**src/rtl/memory_multiport.sv**
```systemverilog
// rtl/memory_multiport.sv - multi-channel masked-write RAM with round-robin arbitration
module memory_multiport #(
    parameter int MEMORY_WIDTH  = 8,
    parameter int MEMORY_DEPTH  = 16,
    parameter int ADDRESS_WIDTH = $clog2(MEMORY_DEPTH),
    parameter int NUM_PORTS     = 2
) (
    input  logic                              clk_i,
    input  logic                              rst_i,
    input  logic [NUM_PORTS-1:0]              valid_i,
    input  logic [NUM_PORTS-1:0]              wr_rd_en_i,
    input  logic [NUM_PORTS*ADDRESS_WIDTH-1:0] addr_i,
    input  logic [NUM_PORTS*MEMORY_WIDTH-1:0] wdata_i,
    input  logic [NUM_PORTS*MEMORY_WIDTH-1:0] wmask_i,
    output logic [NUM_PORTS-1:0]              ready_o,
    output logic [NUM_PORTS-1:0]              rvalid_o,
    output logic [NUM_PORTS*MEMORY_WIDTH-1:0] rdata_o,
    output logic [NUM_PORTS-1:0]              err_o
);

    localparam int PTR_W = (NUM_PORTS > 1) ? $clog2(NUM_PORTS) : 1;
    localparam int IDX_W = (MEMORY_DEPTH > 1) ? $clog2(MEMORY_DEPTH) : 1;

    logic [MEMORY_WIDTH-1:0]           mem [MEMORY_DEPTH];
    logic [PTR_W-1:0]                  rr_ptr;
    logic [PTR_W-1:0]                  grant_idx;
    logic [PTR_W:0]                    cand;
    logic [NUM_PORTS-1:0]              grant;
    logic                              accept;
    logic                              sel_wr;
    logic [ADDRESS_WIDTH-1:0]          sel_addr;
    logic [MEMORY_WIDTH-1:0]           sel_wdata;
    logic [MEMORY_WIDTH-1:0]           sel_wmask;
    logic                              in_range;
    logic [IDX_W-1:0]                  mem_idx;
    logic [NUM_PORTS-1:0]              rvalid_q;
    logic [NUM_PORTS-1:0]              err_q;
    logic [NUM_PORTS*MEMORY_WIDTH-1:0] rdata_q;

    // Cyclic search from rr_ptr for the first valid port; reset suppresses any grant.
    always_comb begin
        grant     = '0;
        grant_idx = '0;
        cand      = '0;
        for (int k = 0; k < NUM_PORTS; k++) begin
            cand = {1'b0, rr_ptr} + (PTR_W+1)'(k);
            if (cand >= (PTR_W+1)'(NUM_PORTS)) begin
                cand = cand - (PTR_W+1)'(NUM_PORTS);
            end
            if (grant == '0 && valid_i[cand[PTR_W-1:0]] && !rst_i) begin
                grant[cand[PTR_W-1:0]] = 1'b1;
                grant_idx              = cand[PTR_W-1:0];
            end
        end
    end

    assign ready_o   = grant;
    assign accept    = |grant;
    assign sel_wr    = wr_rd_en_i[grant_idx];
    assign sel_addr  = addr_i[int'(grant_idx)*ADDRESS_WIDTH +: ADDRESS_WIDTH];
    assign sel_wdata = wdata_i[int'(grant_idx)*MEMORY_WIDTH +: MEMORY_WIDTH];
    assign sel_wmask = wmask_i[int'(grant_idx)*MEMORY_WIDTH +: MEMORY_WIDTH];
    // Depth need not be a power of two, so range is checked explicitly instead of aliasing.
    assign in_range  = ({1'b0, sel_addr} < (ADDRESS_WIDTH+1)'(MEMORY_DEPTH));
    assign mem_idx   = sel_addr[IDX_W-1:0];

    // Storage: cleared on reset, bit-masked update for accepted in-range writes.
    always_ff @(posedge clk_i) begin
        if (rst_i) begin
            for (int i = 0; i < MEMORY_DEPTH; i++) begin
                mem[i] <= '0;
            end
        end else if (accept && sel_wr && in_range) begin
            mem[mem_idx] <= (mem[mem_idx] & ~sel_wmask) | (sel_wdata & sel_wmask);
        end
    end

    // Per-port read response and error pulses; rdata holds until the next read on that port.
    always_ff @(posedge clk_i) begin
        if (rst_i) begin
            rvalid_q <= '0;
            err_q    <= '0;
            rdata_q  <= '0;
        end else begin
            rvalid_q <= '0;
            err_q    <= '0;
            if (accept) begin
                err_q[grant_idx] <= !in_range;
                if (!sel_wr) begin
                    rvalid_q[grant_idx] <= 1'b1;
                    rdata_q[int'(grant_idx)*MEMORY_WIDTH +: MEMORY_WIDTH] <=
                        in_range ? mem[mem_idx] : '0;
                end
            end
        end
    end

    // Round-robin pointer moves past the granted port; holds when nothing is accepted.
    always_ff @(posedge clk_i) begin
        if (rst_i) begin
            rr_ptr <= '0;
        end else if (accept) begin
            rr_ptr <= (grant_idx == PTR_W'(NUM_PORTS-1)) ? '0 : grant_idx + 1'b1;
        end
    end

    assign rvalid_o = rvalid_q;
    assign err_o    = err_q;
    assign rdata_o  = rdata_q;

endmodule

```
**config.mk**
```make
export PLATFORM = sky130hd
export DESIGN_NAME = memory_multiport
export DESIGN_NICKNAME = d
export VERILOG_FILES = /design/src/rtl/memory_multiport.sv
export SDC_FILE = /design/constraint.sdc
export NUM_CORES = 1
export LEC_CHECK = 0
export BUFFER_PORTS_ARGS = -buffer_cell sky130_fd_sc_hd__buf_2
export CORE_MARGIN = 4
export CORE_UTILIZATION = 55
export DETAILED_ROUTE_END_ITERATION = 8
export GPL_TIMING_DRIVEN = 1
export HOLD_SLACK_MARGIN = 0.12
export PLACE_DENSITY_LB_ADDON = 0.3
export SYNTH_ARGS = -nofsm -noshare
export SYNTH_HDL_FRONTEND = slang
export SYNTH_SLANG_ARGS = --single-unit
```
**constraint.sdc**
```tcl
create_clock -name clk_i -period 3.75 [get_ports clk_i]
set_clock_uncertainty 0.05 [all_clocks]
set_input_delay 0.5625 -clock clk_i [delete_from_list [all_inputs] [get_ports clk_i]]
set_output_delay 0.5625 -clock clk_i [all_outputs]
set_load 0.01 [all_outputs]
```
==> results.cfg <==
[power_and_ir_drop]
p_leak_nw = 3.782
cellPowerDensity_nw_per_um2 = 415.1
ir_drop_v = 0.0003362

[timing]
tightest_slew_ns = 1.133
clock.fmax_mhz = 304.8
hold_ws_ns = 0.4203
finalCritPeriodShare = 0.8749
hold_viol_final = 0
rsz0062_at_grt = no
setup_tns_ns = 0
finalCriticalPeriod_ns = 3.281
maxSlewHeadroom = 0.2381
finalSetupViolCount = 0
slew_violations = 0
setup_ws_ns = 0.4689

[synthesis]
synth_edf_count = 128
synth.distinct_cells = 49
async_flop_share = 0
ys_seq_area_frac = 0.4565
synthFlopType = edfxtp_1
synth_cells = 989
synth_area_um2 = 9253
syn_area_per_cell_um2 = 9.356
ys_ff_latch = 147
yosys_warnings = 0

[cells_and_area]
ff_latch_area_um2 = 4224
drive_gt1_frac = 0.1634
synthToLayoutAreaGrowth_pct = 11.33
diodes = 0
multiInputGateArea_um2 = 4536
mostFrequentLayoutCells = 154 x nand2b_1, 145 x nor2_1, 130 x nand2_1
layout_commonest_cell = nand2b_1
final_nets = 1067
nFillCells = 1373

[setup_path]
worst_path_largest_cell_delay_ns = 0.50
crit_cells = 8
crit_fanout = 64
ff2ff_path_depth = 8
crit_slowest_cell = nand2b_1
cp_num_buf_inv = 1
cp.arrival_ns = 3.29
cp_top_family = simple AND/OR/NAND/NOR gates
worstPathRequired_ns = 3.76
end_kind = flop
startpoint_type = flop
crit_path_cell_trace = nand2b_2, buf_12, nand3_1, a21oi_1, nand2_1, nor2_1, nand2_1, nand2b_1
path_common_cell = nand2_1
critical_path_class = flop to flop

[route]
antenna_left = 0
wl_per_cell_um = 20.63
drc = 0
drt-total-wl_mm = 25.87
via_count = 7767
first_pass_iters = 5
drt-initial-drc-count = 848
via_per_inst = 6.194

[clock_tree]
clk_path_buf_depth = 2
clk_latency_ns = 0.43
root_buffer = clkbuf_16
tritoncts = yes
cts.clk_slew.worst_paths_ns = 0.06
cts_buffers = 17
clkSinkCount = 147
h-tree-depth = 4
cts_resized = 0
cts_hold_buf = 0
postCtsSetupBuffers = 0

[floorplan]
io-pin-count = 68
initial_utilization = 0.5599
rows = 47
die_w_um = 137.7
die_h_um = 137.7
die_area_um2 = 18960
core_area_um2 = 16520

[outcome]
status = finished clean

[hold_path]
holdPathStages = 2
min_path_type = input pin to flop

[global_route]
grt_max_degree = 65
grt_overflow = 0
antenna_found_initial = 0
grt_first_pass_wirelength_mm = 39.19
grt_usage = 0.2742
grt_pass1_vias = 7046

[place]
gp_congestion = 0.8544
io_buffers = 65
hpwlAfterDp_mm = 16.97
post-place-ws_ns = 0.4352

[job]
cap_viol_max_count = 0
-- worst register-to-register path, cell delays in order, from the launching register on --
cell and delay (ns):
dfxtp_1 0.43, nand2b_2 0.25, buf_12 0.32, nand3_1 0.16
a21oi_1 0.46, nand2_1 0.14, nor2_1 0.26, nand2_1 0.33
nand2b_1 0.50
-- final cells by class --
cell class,count,share of cell area
Clock buffer,25,0.05247
Sequential cell,147,0.4101
Timing Repair Buffer,100,0.06462
Tap cell,220,0.02672
Inverter,3,0.001822
Clock inverter,7,0.004008
Multi-Input combinational cell,752,0.4403
-- Yosys cell counts (all sizes together), types with 4 or more instances --
cell type / count / area share
a211oi: 64 / 0.052
a21oi: 47 / 0.025
a22oi: 28 / 0.023
a311oi: 34 / 0.032
a31oi: 8 / 0.017
buf: 42 / 0.035
clkbuf: 46 / 0.019
dfxtp: 19 / 0.041
edfxtp: 128 / 0.42
mux2: 4 / 0.0053
mux2i: 37 / 0.040
nand2: 135 / 0.058
nand2b: 156 / 0.11
nand3: 24 / 0.013
nand3b: 9 / 0.0073
nor2: 145 / 0.059
nor3: 18 / 0.016
o21ai: 9 / 0.0049
o22a: 14 / 0.014
-- routing by layer --
layer,wire length (um),global-route usage,part of all wire
met1,10420,0.3671,0.40
met2,12510,0.4498,0.48
met3,2114,0.04054,0.082
met4,833,0.1087,0.032
met5,0,0,0
-- sequential cells by signal, indices dropped and copies added, names as in the netlist --
name,count
rvalid_o,2
mem,128
rdata_o,16
rr_ptr,1
-- final timing paths --
check	from	slack, ns	endpoint
worst max register to register	rr_ptr	0.47	mem[6][3]
worst max-delay path	rr_ptr	0.47	mem[6][3]
worst min register to register	rdata_o[4]	0.42	rdata_o[4]
worst min-delay path	wr_rd_en_i[0]	0.42	rvalid_o[0]
-- per-stage QoR --
| stage | power [mW] | cell area [um2] | std cells | utilization |
|---|---|---|---|---|
| 2_1_floorplan | 2.396 | 9256 | 990 | - |
| 3_5_place_dp | 2.628 | 9719 | 1222 | 0.5882 |
| 4_1_cts | 4.267 | 10300 | 1254 | 0.6234 |
| 3_3_place_gp | 2.616 | 9719 | 1222 | 0.5882 |
| 6_report | 4.276 | 10300 | 1254 | 0.6234 |
| 5_1_grt | 4.393 | 10300 | 1254 | 0.6234 |
-- cells by family after synthesis --
group / Yosys count / synth area share
AND/OR/NAND/NOR: 496 / 0.2659
multiplexers: 41 / 0.04530
other: 1 / 0.0004053
AO/OA/AOI/OAI: 213 / 0.1766
buffers and inverters: 91 / 0.05531
flip-flops: 147 / 0.4565
-- report_power, final --
group	leakage [nW]	internal, mW	switching, mW
combinational	2.01	0.246	0.492
clock	0.296	1.00	0.664
sequential	1.48	1.84	0.0338
total	3.78	3.09	1.19
Note: power is estimated with default switching activity, not from simulation.
